**src/rtl/e203_exu_excp_arb_if.sv**
```systemverilog
// ---------------------------------------------------------------------------
// e203_exu_excp_arb_if
//   Bundle of every signal of the EXU exception/interrupt arbiter except clock
//   and reset.
//   master : trap sources, interrupt controller, CSR file, IFU/EXU halt logic
//            and the flush consumer (the environment around the arbiter).
//   slave  : the arbiter itself.
//   Groups : exception channels (ch_*), interrupts (irq_*, status_mie,
//            oitf_empty), WFI (wfi_*, core_wfi), flush (flush_*, csr_mtvec),
//            CSR commit (cmt_*), and the excp_active status flag.
// ---------------------------------------------------------------------------
interface e203_exu_excp_arb_if #(
    parameter int EXCP_CH = 2,
    parameter int IRQ_NUM = 4,
    parameter int PC_W    = 32
);
    logic [EXCP_CH-1:0]           ch_valid;
    logic [EXCP_CH-1:0]           ch_ready;
    logic [EXCP_CH-1:0][4:0]      ch_cause;
    logic [EXCP_CH-1:0][PC_W-1:0] ch_pc;
    logic [EXCP_CH-1:0][PC_W-1:0] ch_badaddr;
    logic [IRQ_NUM-1:0]           irq_pend;
    logic [IRQ_NUM-1:0]           irq_en;
    logic                         status_mie;
    logic                         oitf_empty;
    logic [PC_W-1:0]              irq_epc;
    logic                         wfi_valid;
    logic                         wfi_ready;
    logic                         wfi_halt_req;
    logic                         wfi_halt_ifu_ack;
    logic                         wfi_halt_exu_ack;
    logic                         core_wfi;
    logic [PC_W-1:0]              csr_mtvec;
    logic                         flush_req;
    logic                         flush_ack;
    logic [PC_W-1:0]              flush_pc;
    logic                         cmt_ena;
    logic [PC_W-1:0]              cmt_epc;
    logic [PC_W-1:0]              cmt_badaddr;
    logic [31:0]                  cmt_cause;
    logic                         excp_active;

    modport master (
        output ch_valid, ch_cause, ch_pc, ch_badaddr,
        output irq_pend, irq_en, status_mie, oitf_empty, irq_epc,
        output wfi_valid, wfi_halt_ifu_ack, wfi_halt_exu_ack,
        output csr_mtvec, flush_ack,
        input  ch_ready, wfi_ready, wfi_halt_req, core_wfi,
        input  flush_req, flush_pc, cmt_ena, cmt_epc, cmt_badaddr, cmt_cause,
        input  excp_active
    );

    modport slave (
        input  ch_valid, ch_cause, ch_pc, ch_badaddr,
        input  irq_pend, irq_en, status_mie, oitf_empty, irq_epc,
        input  wfi_valid, wfi_halt_ifu_ack, wfi_halt_exu_ack,
        input  csr_mtvec, flush_ack,
        output ch_ready, wfi_ready, wfi_halt_req, core_wfi,
        output flush_req, flush_pc, cmt_ena, cmt_epc, cmt_badaddr, cmt_cause,
        output excp_active
    );
endinterface

```
**src/rtl/e203_exu_excp_arb.sv**
```systemverilog
// ---------------------------------------------------------------------------
// e203_exu_excp_arb
//   Commit-stage trap arbiter: fixed-priority pick among EXCP_CH exception
//   channels and IRQ_NUM level interrupts (index 0 highest in both groups,
//   exceptions above interrupts), registered flush request toward mtvec with
//   a req/ack handshake, one-cycle CSR commit strobe, and the WFI
//   halt/sleep/wake sequencer.
//   Ports : clk, rst_n (async, active-low), bus (e203_exu_excp_arb_if.slave).
//   Config: E203_EXCP_VECTORED_EN - when defined, interrupts taken with
//           mtvec[0]=1 jump to base + 4*cause; otherwise every trap goes to
//           the base address.
// ---------------------------------------------------------------------------
module e203_exu_excp_arb #(
    parameter int EXCP_CH  = 2,
    parameter int IRQ_NUM  = 4,
    parameter int PC_W     = 32,
    parameter int IRQ_BASE = 16
) (
    input logic                  clk,
    input logic                  rst_n,
    e203_exu_excp_arb_if.slave   bus
);
    localparam int CW = (EXCP_CH > 1) ? $clog2(EXCP_CH) : 1;
    localparam int IW = (IRQ_NUM > 1) ? $clog2(IRQ_NUM) : 1;

    typedef enum logic [1:0] {S_IDLE, S_FLUSH, S_HALT, S_SLEEP} state_t;

    state_t          r_state;
    logic            r_flush_req, r_halt_req, r_core_wfi, r_active;
    logic            r_ifu_ack, r_exu_ack;
    logic [PC_W-1:0] r_flush_pc, r_epc, r_badaddr;
    logic [31:0]     r_cause;

    logic [CW-1:0]      w_ch_sel;
    logic               w_ch_any;
    logic [IRQ_NUM-1:0] w_irq_vec;
    logic [IW-1:0]      w_irq_sel;
    logic               w_irq_any, w_irq_take, w_wfi_ready;
    logic [30:0]        w_irq_code;
    logic [PC_W-1:0]    w_base, w_irq_pc;
    logic               w_unused;

    // Lowest set index wins: scan downward so the last hit is the smallest.
    always_comb begin
        w_ch_sel = '0;
        for (int i = EXCP_CH - 1; i >= 0; i--)
            if (bus.ch_valid[i]) w_ch_sel = CW'(i);
        w_irq_sel = '0;
        for (int i = IRQ_NUM - 1; i >= 0; i--)
            if (w_irq_vec[i]) w_irq_sel = IW'(i);
    end

    assign w_ch_any    = |bus.ch_valid;
    assign w_irq_vec   = bus.irq_pend & bus.irq_en;
    assign w_irq_any   = |w_irq_vec;
    assign w_irq_take  = !w_ch_any && bus.status_mie && bus.oitf_empty && w_irq_any;
    assign w_wfi_ready = (r_state == S_IDLE) && !w_ch_any && !w_irq_take && bus.oitf_empty;
    assign w_irq_code  = 31'(IRQ_BASE) + 31'(w_irq_sel);
    assign w_base      = {bus.csr_mtvec[PC_W-1:2], 2'b00};
    assign w_unused    = ^bus.csr_mtvec[1:0];

`ifdef E203_EXCP_VECTORED_EN
    assign w_irq_pc = bus.csr_mtvec[0] ? (w_base + (PC_W'(w_irq_code) << 2)) : w_base;
`else
    assign w_irq_pc = w_base;
`endif

    // Handshake readies are gated by rst_n so they read 0 while reset is held.
    assign bus.ch_ready     = (rst_n && r_state == S_IDLE && w_ch_any) ?
                              (EXCP_CH'(1) << w_ch_sel) : '0;
    assign bus.wfi_ready    = rst_n && w_wfi_ready;
    assign bus.flush_req    = r_flush_req;
    assign bus.flush_pc     = r_flush_pc;
    assign bus.cmt_ena      = r_flush_req && bus.flush_ack;
    assign bus.cmt_epc      = r_epc;
    assign bus.cmt_badaddr  = r_badaddr;
    assign bus.cmt_cause    = r_cause;
    assign bus.wfi_halt_req = r_halt_req;
    assign bus.core_wfi     = r_core_wfi;
    assign bus.excp_active  = r_active;

    always_ff @(posedge clk or negedge rst_n) begin
        if (!rst_n) begin
            r_state     <= S_IDLE;
            r_flush_req <= 1'b0;
            r_halt_req  <= 1'b0;
            r_core_wfi  <= 1'b0;
            r_active    <= 1'b0;
            r_ifu_ack   <= 1'b0;
            r_exu_ack   <= 1'b0;
            r_flush_pc  <= '0;
            r_epc       <= '0;
            r_badaddr   <= '0;
            r_cause     <= '0;
        end else begin
            case (r_state)
                S_IDLE: begin
                    if (w_ch_any) begin
                        r_epc       <= bus.ch_pc[w_ch_sel];
                        r_badaddr   <= bus.ch_badaddr[w_ch_sel];
                        r_cause     <= {27'b0, bus.ch_cause[w_ch_sel]};
                        r_flush_pc  <= w_base;
                        r_flush_req <= 1'b1;
                        r_active    <= 1'b1;
                        r_state     <= S_FLUSH;
                    end else if (w_irq_take) begin
                        r_epc       <= bus.irq_epc;
                        r_badaddr   <= '0;
                        r_cause     <= {1'b1, w_irq_code};
                        r_flush_pc  <= w_irq_pc;
                        r_flush_req <= 1'b1;
                        r_active    <= 1'b1;
                        r_state     <= S_FLUSH;
                    end else if (bus.wfi_valid && w_wfi_ready) begin
                        r_halt_req  <= 1'b1;
                        r_active    <= 1'b1;
                        r_state     <= S_HALT;
                    end
                end
                S_FLUSH: begin
                    if (bus.flush_ack) begin
                        r_flush_req <= 1'b0;
                        r_active    <= 1'b0;
                        r_state     <= S_IDLE;
                    end
                end
                S_HALT: begin
                    // Acks are sticky; an ack arriving this cycle counts too.
                    r_ifu_ack <= r_ifu_ack | bus.wfi_halt_ifu_ack;
                    r_exu_ack <= r_exu_ack | bus.wfi_halt_exu_ack;
                    if ((r_ifu_ack | bus.wfi_halt_ifu_ack) && (r_exu_ack | bus.wfi_halt_exu_ack)) begin
                        r_core_wfi <= 1'b1;
                        r_state    <= S_SLEEP;
                    end
                end
                S_SLEEP: begin
                    // Any enabled pending line wakes; mie only decides trap vs resume.
                    if (w_irq_any) begin
                        r_halt_req <= 1'b0;
                        r_core_wfi <= 1'b0;
                        r_ifu_ack  <= 1'b0;
                        r_exu_ack  <= 1'b0;
                        if (bus.status_mie) begin
                            r_epc       <= bus.irq_epc;
                            r_badaddr   <= '0;
                            r_cause     <= {1'b1, w_irq_code};
                            r_flush_pc  <= w_irq_pc;
                            r_flush_req <= 1'b1;
                            r_state     <= S_FLUSH;
                        end else begin
                            r_active <= 1'b0;
                            r_state  <= S_IDLE;
                        end
                    end
                end
                default: r_state <= S_IDLE;
            endcase
        end
    end
endmodule

```
**src/flat_wrapper.sv**
```systemverilog
// flat-port wrapper written by rule: the top's interface ports become plain ports
module e203_exu_excp_arb_flat 
#(
    parameter int EXCP_CH  = 2,
    parameter int IRQ_NUM  = 4,
    parameter int PC_W     = 32,
    parameter int IRQ_BASE = 16
)
  (clk, rst_n, bus_ch_valid, bus_ch_cause, bus_ch_pc, bus_ch_badaddr, bus_irq_pend, bus_irq_en, bus_status_mie, bus_oitf_empty, bus_irq_epc, bus_wfi_valid, bus_wfi_halt_ifu_ack, bus_wfi_halt_exu_ack, bus_csr_mtvec, bus_flush_ack, bus_ch_ready, bus_wfi_ready, bus_wfi_halt_req, bus_core_wfi, bus_flush_req, bus_flush_pc, bus_cmt_ena, bus_cmt_epc, bus_cmt_badaddr, bus_cmt_cause, bus_excp_active);
  e203_exu_excp_arb_if #(.EXCP_CH(EXCP_CH), .IRQ_NUM(IRQ_NUM), .PC_W(PC_W)) bus_i ();
  input logic clk;
  input logic rst_n;
  input wire logic [$bits(bus_i.ch_valid)-1:0] bus_ch_valid;
  input wire logic [$bits(bus_i.ch_cause)-1:0] bus_ch_cause;
  input wire logic [$bits(bus_i.ch_pc)-1:0] bus_ch_pc;
  input wire logic [$bits(bus_i.ch_badaddr)-1:0] bus_ch_badaddr;
  input wire logic [$bits(bus_i.irq_pend)-1:0] bus_irq_pend;
  input wire logic [$bits(bus_i.irq_en)-1:0] bus_irq_en;
  input wire logic [$bits(bus_i.status_mie)-1:0] bus_status_mie;
  input wire logic [$bits(bus_i.oitf_empty)-1:0] bus_oitf_empty;
  input wire logic [$bits(bus_i.irq_epc)-1:0] bus_irq_epc;
  input wire logic [$bits(bus_i.wfi_valid)-1:0] bus_wfi_valid;
  input wire logic [$bits(bus_i.wfi_halt_ifu_ack)-1:0] bus_wfi_halt_ifu_ack;
  input wire logic [$bits(bus_i.wfi_halt_exu_ack)-1:0] bus_wfi_halt_exu_ack;
  input wire logic [$bits(bus_i.csr_mtvec)-1:0] bus_csr_mtvec;
  input wire logic [$bits(bus_i.flush_ack)-1:0] bus_flush_ack;
  output wire logic [$bits(bus_i.ch_ready)-1:0] bus_ch_ready;
  output wire logic [$bits(bus_i.wfi_ready)-1:0] bus_wfi_ready;
  output wire logic [$bits(bus_i.wfi_halt_req)-1:0] bus_wfi_halt_req;
  output wire logic [$bits(bus_i.core_wfi)-1:0] bus_core_wfi;
  output wire logic [$bits(bus_i.flush_req)-1:0] bus_flush_req;
  output wire logic [$bits(bus_i.flush_pc)-1:0] bus_flush_pc;
  output wire logic [$bits(bus_i.cmt_ena)-1:0] bus_cmt_ena;
  output wire logic [$bits(bus_i.cmt_epc)-1:0] bus_cmt_epc;
  output wire logic [$bits(bus_i.cmt_badaddr)-1:0] bus_cmt_badaddr;
  output wire logic [$bits(bus_i.cmt_cause)-1:0] bus_cmt_cause;
  output wire logic [$bits(bus_i.excp_active)-1:0] bus_excp_active;
  assign bus_i.ch_valid = bus_ch_valid;
  assign bus_i.ch_cause = bus_ch_cause;
  assign bus_i.ch_pc = bus_ch_pc;
  assign bus_i.ch_badaddr = bus_ch_badaddr;
  assign bus_i.irq_pend = bus_irq_pend;
  assign bus_i.irq_en = bus_irq_en;
  assign bus_i.status_mie = bus_status_mie;
  assign bus_i.oitf_empty = bus_oitf_empty;
  assign bus_i.irq_epc = bus_irq_epc;
  assign bus_i.wfi_valid = bus_wfi_valid;
  assign bus_i.wfi_halt_ifu_ack = bus_wfi_halt_ifu_ack;
  assign bus_i.wfi_halt_exu_ack = bus_wfi_halt_exu_ack;
  assign bus_i.csr_mtvec = bus_csr_mtvec;
  assign bus_i.flush_ack = bus_flush_ack;
  assign bus_ch_ready = bus_i.ch_ready;
  assign bus_wfi_ready = bus_i.wfi_ready;
  assign bus_wfi_halt_req = bus_i.wfi_halt_req;
  assign bus_core_wfi = bus_i.core_wfi;
  assign bus_flush_req = bus_i.flush_req;
  assign bus_flush_pc = bus_i.flush_pc;
  assign bus_cmt_ena = bus_i.cmt_ena;
  assign bus_cmt_epc = bus_i.cmt_epc;
  assign bus_cmt_badaddr = bus_i.cmt_badaddr;
  assign bus_cmt_cause = bus_i.cmt_cause;
  assign bus_excp_active = bus_i.excp_active;
  e203_exu_excp_arb #(.EXCP_CH(EXCP_CH), .IRQ_NUM(IRQ_NUM), .PC_W(PC_W), .IRQ_BASE(IRQ_BASE)) u_core (.clk(clk), .rst_n(rst_n), .bus(bus_i));
endmodule
```
**config.mk**
```make
export PLATFORM = sky130hd
export DESIGN_NAME = e203_exu_excp_arb_flat
export DESIGN_NICKNAME = d
export VERILOG_FILES = /design/src/rtl/e203_exu_excp_arb_if.sv /design/src/rtl/e203_exu_excp_arb.sv /design/src/flat_wrapper.sv
export SDC_FILE = /design/constraint.sdc
export NUM_CORES = 1
export LEC_CHECK = 0
export BUFFER_PORTS_ARGS = -buffer_cell sky130_fd_sc_hd__buf_2
export CAP_MARGIN = 25
export CORE_ASPECT_RATIO = 0.7
export CORE_MARGIN = 2
export CORE_UTILIZATION = 36
export DETAILED_ROUTE_END_ITERATION = 16
export PLACE_DENSITY = 0.76
export SLEW_MARGIN = 40
export SYNTH_ARGS = -nofsm -noshare
export SYNTH_HDL_FRONTEND = slang
export SYNTH_SLANG_ARGS = --single-unit
```
**constraint.sdc**
```tcl
create_clock -name clk -period 3 [get_ports clk]
set_clock_uncertainty 0.2 [all_clocks]
set_input_delay 0.9 -clock clk [delete_from_list [all_inputs] [get_ports clk]]
set_output_delay 0.9 -clock clk [all_outputs]
set_load 0.05 [all_outputs]
```
# Word level (Yosys, flattened, before mapping)
# Index checks and enable logic that the tools add are counted.
# word_totals
ff_bits	136
in_bits	220
output_inout_bits	136
word_cells	118
# op_classes
n_addsub	1
order_cmp	1
n_eq_ne	13
shift	1
n_mux	61
bitwise	3
n_reduce_logical	27
# op_table
cell	count
32-bit 2-to-1 mux	20
32-bit one-hot mux with 2 select lines	4
2-bit 2-to-1 mux	11
1-bit 2-to-1 mux	17
5-bit AND reduction	3
1-bit logical AND	12
2-bit inequality test, second input constant	6
5-bit 2-to-1 mux	2
1-bit one-hot mux with 2 select lines	4
2-bit one-hot mux with 4 select lines	1
4-bit AND reduction	2
5-bit by 2-bit adder with 6-bit output, first input constant	1
1-bit one-hot mux with 3 select lines	2
4-bit bitwise AND	1
2-bit equality test, second input constant	2
2-bit by 1-bit inequality test with 1-bit output, second input constant	2
4-bit by 2-bit inequality test with 1-bit output, second input constant	1
2-bit nonzero test	2
4-bit OR reduction	1
3-bit by 1-bit inequality test with 1-bit output, second input constant	1
3-bit AND reduction	1
3-bit nonzero test	1
2-bit by 1-bit equality test with 1-bit output, second input constant	1
1-bit logical NOT	2
other kinds (6)	7

# Depth between registers and ports, before layout
# Gate-level depths: netlist of run 1.
# depth
word_depth	13
depth_mapped	8
depth_no_buf	6

# Worst setup path before layout of run 1
# OpenSTA, ideal clock, no wires.
# synth_path
path_kind	input port to output port
from	input port bus_ch_valid[1]
to	output port bus_wfi_ready
arrival_time_ns	2.193
required_time_ns	1.900
slack_ns	-0.293
stages	5
n_path_buf	2
path_cell_list	buf_4 clkbuf_1 nor2_1 nand4_1 nor2_1
# synth_between
elab_chain_len	9
elab_cells_between_ends	10
cone_classes	reduce/logical (10)
# synth_lines
item	line_no	rtl
from (decl)	flat_wrapper.sv:13	input wire logic [$bits(bus_i.ch_valid)-1:0] bus_ch_valid;
2-bit OR reduction (*)	e203_exu_excp_arb.sv:53	assign w_ch_any = |bus.ch_valid;
1-bit logical NOT (*)	e203_exu_excp_arb.sv:56, e203_exu_excp_arb.sv:57	
1-bit logical AND (3 in series)	e203_exu_excp_arb.sv:56	assign w_irq_take = !w_ch_any && bus.status_mie && bus.oitf_empty && w_irq_any;
1-bit logical NOT	e203_exu_excp_arb.sv:57	assign w_wfi_ready = (r_state == S_IDLE) && !w_ch_any && !w_irq_take && bus.oitf_empty;
1-bit logical AND (*) (2 in series)	e203_exu_excp_arb.sv:57	
1-bit logical AND (*)	e203_exu_excp_arb.sv:71	assign bus.wfi_ready = rst_n && w_wfi_ready;
to (decl)	flat_wrapper.sv:28	output wire logic [$bits(bus_i.wfi_ready)-1:0] bus_wfi_ready;
# Every way passes the cells marked *; elsewhere a longest branch is shown, timed or not.

# Worst setup path in the final report of run 1
# layout_path
from	input port bus_ch_valid[0]
to	output port bus_ch_ready[0]
# layout_between
elab_chain_len	3
elab_cells_between_ends	5
cone_classes	shift (1); mux (2); reduce/logical (2)
# layout_lines
item	line_no	rtl
1-bit 2-to-1 mux / 2-bit OR reduction (equally long branches)	e203_exu_excp_arb.sv:47, e203_exu_excp_arb.sv:53	
1-bit by 1-bit left shift with 2-bit output / 1-bit logical AND (equally long branches)	e203_exu_excp_arb.sv:70, e203_exu_excp_arb.sv:69	
2-bit 2-to-1 mux (*)	e203_exu_excp_arb.sv:69	assign bus.ch_ready = (rst_n && r_state == S_IDLE && w_ch_any) ?
to (decl)	flat_wrapper.sv:27	output wire logic [$bits(bus_i.ch_ready)-1:0] bus_ch_ready;
# Marks and branches as above.

==> impl_metrics.tcl, run 1 <==
set metrics [dict create \
    cts-hold-fix-buffers 0 \
    cp.required_ns 1.90 \
    clock_path_buffers 2 \
    grt_use_total_pct 20.9 \
    post_cts_buffers 0 \
    avgSynthCellArea_um2 11.0 \
    synthArstFlopShare_pct 100 \
    crit_arrival_ns 1.79 \
    synth.distinct_cells 43 \
    p_leak_nw 3.85 \
    final_max_slew_viol_count 0 \
    post-synth-top-area-fraction_pct 46.7 \
    hold_class "input port to async pin" \
    crit_path_end_kind "primary output" \
    die-area_mm2 0.0171 \
    final_core_util_pct 50.6 \
    cp_num_buf_inv 3 \
    cp_slowest_cell "buf_2" \
    cts_tree "built" \
    gp_congestion 0.826 \
    path_depth 4 \
    synth_top_area_cell "dfrtp_1" \
    grt_max_degree 50 \
    power_density_mw_per_mm2 1200 \
    fp.dieW_um 156 \
    slew_headroom_pct 53.2 \
    drv_cap 0 \
    fmax_ghz 0.347 \
    rows 38 \
    cts-htree-levels 3 \
    timing.hold.ws_ns 0.169 \
    rsz0062_at_grt "false" \
    setup_viol 0 \
    r2r_cells 8 \
    start_util_pct 37.1 \
    ys_top_cells_by_area "dfrtp_1 (47%), a22oi_1 (9.0%), mux2_2 (6.6%)" \
    total_power_mw 9.48 \
    tns_ns 0 \
    clkTransAtPathRegs_ns 0.09 \
    final_nets 1068 \
    wl_per_cell_um 17.2 \
    critical_path.top_delay_family "buffers and inverters" \
    drt_iter0_markers 342 \
    synth_area_mm2 0.00579 \
    ant_nets 0 \
    cp_max_fo 18 \
    vias 5369 \
    hold_viol_final 0 \
    yosysWarnings 0 \
    overflow 0 \
    ys_seq_area_share_pct 46.7 \
    outcome "finished clean" \
    core_mm2 0.0156 \
    port_buffers 325 \
    synthFlopType "dfrtp_1" \
    critPathLaunchType "input port" \
    cts-root-buf "clkbuf_16" \
    worst_path_most_repeated_cell "buf_2" \
    fin_crit_sh_pct 96.2 \
    max-vdd-ir-drop_mv 0.759 \
    cts_sinks 108 \
    io_pins 356 \
    antenna_found_initial 1 \
    dp_hpwl_um 13900 \
    ctsResizeCount 0 \
    postSynthCellCount 527 \
    area_growth_pct 36.5 \
    firstDrtPassIters 4 \
    min_period_ns 2.89 \
    tightest_slew_ns 0.700 \
    drive_above_1_share_pct 48.9 \
    clkLatencyLatePin_ns 0.36 \
    drc_errors 0 \
    cpPeakStageDelay_ns 0.27 \
    grt_pass1_wl_um 27600 \
    die_h_um 110 \
    via_per_inst 5.12 \
    critPathKind "input port to primary output" \
    routed_wl_um 18100 \
    synth-seq-cells 108 \
    synth_edf_count 0 \
    r2r_slack_ns 0.62 \
    path_cells "buf_2 -> buf_4 -> and3_4 -> buf_2" \
    grt_pass1_vias 5250 \
    numCtsBuffers 9 \
]
synth_stat cells (2+ instances only):
library cell / n
nand2_1: 10
nor3_1: 2
clkbuf_1: 23
buf_1: 4
a22oi_2: 2
o21ai_0: 39
o22ai_1: 3
dfrtp_1: 108
mux2_1: 30
inv_1: 6
mux2i_1: 2
buf_2: 6
a21oi_1: 41
nor2b_1: 35
mux2_2: 34
and2_1: 2
ha_1: 5
buf_6: 10
a2bb2oi_1: 2
nor2_1: 5
and3_1: 3
buf_4: 29
a211oi_1: 2
o2bb2ai_1: 36
a22oi_1: 69
nand2b_1: 2
layout by cell type, fill, tap and decap left out, types with 2 or more instances in the layout:
cell and instances:
dfrtp_1 108, and2_1 2, nor2_1 4, a22oi_2 2, o22ai_1 3, buf_12 4
nand2b_1 2, buf_4 22, o21ai_0 39, nor2b_1 32, nor2b_4 2, conb_1 28
clkinv_4 2, nand2_1 10, mux2_2 34, clkbuf_16 9, ha_1 3, mux2i_1 2
inv_1 6, buf_2 324, o2bb2ai_1 36, a2bb2oi_1 2, a211oi_1 2, and3_4 2
a21oi_1 41, a22oi_1 69, mux2_1 30, clkinv_8 3, nor3_1 2, ha_2 2
final timing paths:
| check | to | startpoint |
|---|---|---|
| min in group clk | u_core.bus.cmt_badaddr[26]$_DFFE_PN0P_ | u_core.bus.cmt_badaddr[26]$_DFFE_PN0P_ |
| max in group asynchronous | u_core.bus.cmt_badaddr[20]$_DFFE_PN0P_ | rst_n |
| setup reg to reg | u_core.bus.cmt_badaddr[24]$_DFFE_PN0P_ | u_core.r_state[1]$_DFFE_PN0P_ |
| hold reg to reg | u_core.bus.cmt_badaddr[26]$_DFFE_PN0P_ | u_core.bus.cmt_badaddr[26]$_DFFE_PN0P_ |
| hold / removal | u_core.bus.wfi_halt_req$_DFFE_PN0P_ | rst_n |
| setup / recovery | bus_ch_ready[0] | bus_ch_valid[0] |
worst register-to-register path, stage by stage, from the launching register on:
cell and delay (ns):
dfrtp_1 0.41, inv_1 0.13, ha_2 0.28, nor3b_4 0.22, nor2_1 0.11, o21ai_4 0.24, buf_4 0.27, buf_4 0.26
o2bb2ai_1 0.16
final cells by class:
cell class / count / area [µm²]
flip-flops and latches: 108 / 2700
diodes: 1 / 2.50
clock inverters: 7 / 86.3
repair buffers: 350 / 1870
multi-input cells: 368 / 2740
fillers: 1453 / 7700
well taps: 200 / 250
clock buffers: 9 / 225
inverters: 6 / 22.5
sequential cells by signal, indices dropped and copies added (netlist names), 2 cells and up:
register and count:
u_core.bus.cmt_badaddr 32, u_core.bus.cmt_cause 6, u_core.bus.cmt_epc 32, u_core.bus.flush_pc 30, u_core.r_state 2
routing by layer:
layer | up-vias | GRT usage [%] | wire length, µm
met4 | 0 | 6.23 | 226
met5 | - | 0 | 0
met2 | 223 | 37.4 | 9140
met3 | 14 | 5.39 | 1260
met1 | 2593 | 25.0 | 7450
li1 | 2539 | - | -
stage by stage:
step                setup WS [ns]  area [µm²]  std cells
floorplan                  0.0222        5910        554
global placement           0.0694        7580       1032
detailed placement          0.105        7580       1032
CTS                        0.0789        7890       1048
global route               0.0410        7900       1048
finish                      0.115        7900       1049
kinds of logic after synthesis:
kind of cell | count (synthesis) | synth area share, %
compound gates | 204 | 24.2
flops | 108 | 46.7
buf+inv | 78 | 8.37
mux | 66 | 12.8
simple gates | 65 | 6.75
fa+ha+maj | 5 | 1.08
other cells | 1 | 0.0648
where the power goes:
group          switching (mW)  internal, mW
clock                   0.616         0.597
combinational            4.03          1.70
sequential              0.362          2.18
Note: power is estimated with default switching activity, not from simulation.
==> inputs of run 2 (changes only) <==
- ABC_AREA: unset -> 1
- PLACE_DENSITY: 0.76 -> 0.74
==> run 2 against run 1 <==
Compared with the run above:
- die area grew 12%
- sequential cell count did not move
- non-clock buffer count decreased by 8
- highest routed layer unchanged
- area after synthesis up 13%
- sequential share of layout area down 2.3 points
- combinational power increased by 12%
==> impl_metrics.tcl, run 2 <==
set metrics [dict create \
    outcome "finished clean" \
    final-instance-count-excl-fill 1371 \
    p_sw_share_pct 56.8 \
    max-vdd-ir-drop_mv 0.930 \
    worst_path_most_repeated_cell "nand2_2" \
    die-area_mm2 0.0192 \
    cts-root-buf "clkbuf_16" \
    post_cts_buffers 0 \
    cp.required_ns 1.90 \
    path_cells "buf_2 -> nand2_1 -> nand2_2 -> o21ai_2 -> nand2_2 -> nor3b_4 -> buf_6" \
    internal_power_mw 4.39 \
    final_cell_mix "buf_2 (323), nand2_1 (236), inv_1 (117)" \
    final_nets 1355 \
    io_pins 356 \
    dp_hpwl_um 13900 \
    fin_crit_sh_pct 97.7 \
    synth.distinct_cells 28 \
    grt_max_degree 121 \
    synth-seq-cells 108 \
    clkTransAtPathRegs_ns 0.08 \
    via_per_inst 4.52 \
    synth_top_area_cell "dfrtp_1" \
    antenna_cells 0 \
    clock_path_buffers 2 \
    p_leak_nw 4.94 \
    port_buffers 325 \
    crit_path_end_kind "primary output" \
    synthArstFlopShare_pct 100 \
    crit_arrival_ns 1.83 \
    hold_class "input port to async pin" \
    postSynthCellCount 829 \
    grt_pass1_vias 5422 \
    rsz0062_at_grt "false" \
    fp.dieW_um 165 \
    drc_errors 0 \
    setup_viol 0 \
    tightest_slew_ns 0.635 \
    seqPwrFrac_pct 24.7 \
    ys_top_cells_by_area "dfrtp_1 (42%), nand2_1 (14%), o21ai_2 (11%)" \
    die_h_um 117 \
    overflow 0 \
    ys_seq_area_share_pct 41.5 \
    min_period_ns 2.93 \
    ant_nets 0 \
    cts_tree "built" \
    rows 41 \
    place_ws_ns -0.152 \
    pwr-share-comb_pct 63.2 \
    synthFlopType "dfrtp_1" \
    cp_slowest_cell "nor3b_4" \
    start_util_pct 36.5 \
    cts-htree-levels 3 \
    clockPowerShare_pct 12.1 \
    clkLatencyLatePin_ns 0.35 \
    critPathLaunchType "input port" \
    drt_iter0_markers 460 \
    drv_cap 0 \
    vias 6203 \
    yosysWarnings 0 \
    placed_cells 1355 \
    grt_pass1_wl_um 26700 \
    yosys-top-cells-count "nand2_1 (237), inv_1 (117), dfrtp_1 (108), o21ai_2 (82)" \
    numCtsBuffers 9 \
    routed_wl_um 17900 \
    layout_commonest_cell "buf_2" \
    wl_per_cell_um 13.0 \
    area_growth_pct 29.9 \
    synth_area_mm2 0.00651 \
    final_max_slew_viol_count 0 \
    fmax_ghz 0.341 \
    synth_most_common_cell "nand2_1" \
    cts_sinks 108 \
    cpPeakStageDelay_ns 0.20 \
    drive_above_1_share_pct 40.3 \
    post-synth-top-area-fraction_pct 41.5 \
    grt_use_total_pct 17.6 \
    synth_edf_count 0 \
    slew_headroom_pct 57.7 \
    setup_slack_ns 0.0689 \
    critPathKind "input port to primary output" \
    antenna_found_initial 0 \
    gp_congestion 0.854 \
    power.net_switching_mw 5.78 \
    power_density_mw_per_mm2 1200 \
    core_mm2 0.0179 \
    cp_max_fo 2 \
    firstDrtPassIters 4 \
    avgSynthCellArea_um2 7.85 \
    hold_viol_final 0 \
]
-- run 2: cells by family after synthesis --
group	after synthesis	share of synthesized area, %
AND/OR/NAND/NOR	307	19.3
AO/OA/AOI/OAI	211	22.3
buffers and inverters	197	15.9
flip-flops	108	41.5
adder cells (fa/ha/maj)	5	0.961
other	1	0.0576
-- run 2: routing by layer --
layer | track usage [%] | share of wire (%) | vias up
li1 | - | - | 3141
met1 | 23.0 | 44 | 2802
met2 | 28.9 | 46 | 242
met3 | 4.94 | 8.8 | 18
met4 | 4.70 | 1.3 | 0
met5 | 0 | 0 | -
-- run 2: cell type report --
type                       count  area [µm²]
clock buffer                   9         225
clock inverter                 7        88.8
fill                        1813        9390
inverter                     118         443
multi-input combinational    551        2910
sequential                   108        2700
tap                          236         295
timing repair buffer         342        1790
-- run 2: critical path, delay by kind of cell --
family                 cells  cell delay [ns]
AOI/OAI and AO/OA          1             0.18
buffers and inverters      2             0.29
and+or+nand+nor            4             0.46
-- run 2: timing repair --
item	4_1_cts	5_1_grt
setup endpoints to repair	1	1
hold buffers	0	0
resized for setup	2	3
-- run 2: final timing paths --
path,startpoint,end,slack (ns),cells after the start
setup / recovery,bus_irq_pend[2],bus_wfi_ready,0.07,7
hold reg to reg,u_core.bus.cmt_badaddr[30]$_DFFE_PN0P_,u_core.bus.cmt_badaddr[30]$_DFFE_PN0P_,0.28,2
setup reg to reg,u_core.r_state[0]$_DFFE_PN0P_,u_core.bus.cmt_epc[27]$_DFFE_PN0P_,0.70,9
hold / removal,rst_n,u_core.bus.core_wfi$_DFFE_PN0P_,0.13,1
max in group asynchronous,rst_n,u_core.bus.cmt_badaddr[20]$_DFFE_PN0P_,1.65,2
min in group clk,u_core.bus.cmt_badaddr[30]$_DFFE_PN0P_,u_core.bus.cmt_badaddr[30]$_DFFE_PN0P_,0.28,2
-- run 2: through the flow --
| stage | setup TNS, ns | util [%] | area [µm²] | hold slack, ns | total power, mW |
|---|---|---|---|---|---|
| floorplan | 0 | - | 6630 | 0.269 | 8.01 |
| global route | 0 | 47.4 | 8460 | 0.108 | 10.9 |
| detailed placement | -0.152 | 45.5 | 8130 | 0.264 | 9.00 |
| CTS | 0 | 47.3 | 8450 | 0.115 | 10.3 |
| finish | 0 | 47.4 | 8460 | 0.130 | 10.2 |
| global placement | -0.0798 | 45.5 | 8130 | 0.254 | 8.89 |
-- run 2: power by group through the flow --
stage                     Sequential (mW)  Combinational, mW  Clock, mW
final                                2.51               6.42       1.23
after global routing                 2.61               6.92       1.35
after CTS                            2.52               6.47       1.28
after detailed placement             2.54               6.46          0
after global placement               2.51               6.38          0
after floorplan                      4.76               3.25          0
==> inputs of run 3 (changes only) <==
- BUFFER_PORTS_ARGS: -buffer_cell sky130_fd_sc_hd__buf_2 -> unset
- CORE_AREA: unset -> 2 2 137 139
- CORE_ASPECT_RATIO: 0.7 -> unset
- CORE_MARGIN: 2 -> unset
- CORE_UTILIZATION: 36 -> unset
- DIE_AREA: unset -> 0 0 139 141
- DONT_BUFFER_PORTS: unset -> 1
- PLACE_DENSITY: 0.74 -> 0.57
==> run 3 against run 2 <==
Compared with the run above:
- final cell count is 24% lower
- global-route usage is 1.9 points lower
- die area is 2.1% higher
- clock-buffer cell count stayed put
- sequential power is 97% higher
- setup slack better by 0.070 ns
- routed wire length is 9.7% lower
- register-to-register slack better by 0.08 ns
- critical endpoint unchanged
==> impl_metrics.tcl, run 3 (synthesis gave the netlist of run 2 again) <==
set metrics [dict create \
    outcome "finished clean" \
    start_util_pct 35.6 \
    tightest_slew_ns 0.612 \
    dp_hpwl_um 11700 \
    core_mm2 0.0183 \
    cpPeakStageDelay_ns 0.24 \
    die_h_um 141 \
    crit_arrival_ns 1.76 \
    final_cell_mix "nand2_1 (237), inv_1 (117), dfrtp_1 (108)" \
    pwr-share-comb_pct 34.1 \
    numCtsBuffers 9 \
    clockPowerShare_pct 12.7 \
    area_growth_pct 3.88 \
    hold_viol_final 0 \
    p_leak_nw 3.55 \
    layout_commonest_cell "nand2_1" \
    critical_path.top_delay_family "simple AND/OR/NAND/NOR gates" \
    tns_ns 0 \
    seqPwrFrac_pct 53.2 \
    vias 4917 \
    timing.hold.ws_ns 0.0311 \
    fin_crit_sh_pct 95.4 \
    fmax_ghz 0.350 \
    final_max_slew_viol_count 0 \
    grt_max_degree 114 \
    drc_errors 0 \
    total_power_mw 9.28 \
    hold_class "input port to async pin" \
    path_cells "nand2_1 -> nand2_2 -> o21ai_1 -> nand2_1 -> nor3b_4 -> buf_12" \
    critPathKind "input port to primary output" \
    clock_path_buffers 2 \
    p_sw_share_pct 59.1 \
    slew_headroom_pct 59.2 \
    io_pins 356 \
    power_density_mw_per_mm2 1370 \
    overflow 0 \
    grt_pass1_vias 4322 \
    crit_path_end_kind "primary output" \
    antenna_found_initial 0 \
    drv_cap 0 \
    port_buffers 0 \
    cp_num_buf_inv 1 \
    drive_above_1_share_pct 15.4 \
    cts-hold-fix-buffers 0 \
    max-vdd-ir-drop_mv 0.983 \
    cp_max_fo 4 \
    internal_power_mw 3.80 \
    gp_congestion 0.822 \
    routed_wl_um 16100 \
    power.net_switching_mw 5.49 \
    setup_viol 0 \
    final_nets 1023 \
    antenna_cells 0 \
    cts-htree-levels 3 \
    cts_tree "built" \
    die-area_mm2 0.0196 \
    clkLatencyLatePin_ns 0.35 \
    wl_per_cell_um 15.6 \
    cts-root-buf "clkbuf_16" \
    grt_pass1_wl_um 24300 \
    cp_slowest_cell "nor3b_4" \
    firstDrtPassIters 5 \
    worst_path_most_repeated_cell "nand2_1" \
    drt_iter0_markers 215 \
    rsz0062_at_grt "false" \
    rows 50 \
    cts_sinks 108 \
    critPathLaunchType "input port" \
    clkTransAtPathRegs_ns 0.08 \
    grt_use_total_pct 15.7 \
    fp.dieW_um 139 \
    cp.required_ns 1.90 \
    ant_nets 0 \
    via_per_inst 4.74 \
    min_period_ns 2.86 \
]
[run 3: changes by cell type in the layout (fill, tap and decap cells not counted), sizes merged]
cell	before	now
clkinvlp	0	2
inv	122	121
clkinv	3	2
buf	342	10
[run 3: metrics by stage]
| step | instances | instance area [µm²] | setup slack (ns) | utilization, % |
|---|---|---|---|---|
| after floorplan | 856 | 6630 | 0.0380 | - |
| after global placement | 1021 | 6470 | 0.0554 | 35.4 |
| after detailed placement | 1021 | 6470 | 0.0650 | 35.4 |
| after CTS | 1037 | 6760 | 0.0560 | 37.0 |
| after global routing | 1037 | 6760 | 0.0835 | 37.0 |
| final | 1037 | 6760 | 0.139 | 37.0 |
[run 3: what timing repair did]
| item | CTS | global route |
|---|---|---|
| setup endpoints to repair | 0 | 1 |
| gates resized for setup | 0 | 1 |
| buffers inserted | 0 | 0 |
[run 3: area by class of cell]
cell class | count | area (µm²)
repair buffers | 10 | 125
flip-flops and latches | 108 | 2700
inverters | 118 | 443
multi-input cells | 551 | 2910
well taps | 234 | 293
clock buffers | 9 | 225
clock inverters | 7 | 66.3
fillers | 1910 | 11500
[run 3: power groups by stage]
stage	sequential [mW]	combinational, mW	clock (mW)
floorplan	4.76	3.25	0
global placement	4.99	3.14	0
detailed placement	4.99	3.20	0
CTS	4.96	3.21	1.24
global route	5.02	3.61	1.29
finish	4.94	3.17	1.18
[run 3: final timing paths]
kind	endpoint	slack, ns	depth (start not counted)	from
max	bus_wfi_ready	0.14	6	bus_irq_pend[0]
min	u_core.bus.flush_pc[26]$_DFFE_PN0P_	0.03	0	rst_n
max reg2reg	u_core.bus.flush_pc[18]$_DFFE_PN0P_	0.78	9	u_core.r_state[0]$_DFFE_PN0P_
min reg2reg	u_core.r_ifu_ack$_DFFE_PN0P_	0.32	2	u_core.r_ifu_ack$_DFFE_PN0P_
max in group asynchronous	u_core.bus.cmt_cause[0]$_DFFE_PN0P_	2.41	0	rst_n
min in group clk	u_core.r_ifu_ack$_DFFE_PN0P_	0.32	2	u_core.r_ifu_ack$_DFFE_PN0P_
[run 3: per-layer routing]
metal / wire [µm] / vias up / track usage [%]
met5: 0 / - / 0
met4: 293 / 0 / 5.42
met3: 1320 / 16 / 4.65
met2: 7760 / 232 / 25.7
met1: 6750 / 2188 / 20.0
li1: - / 2481 / -
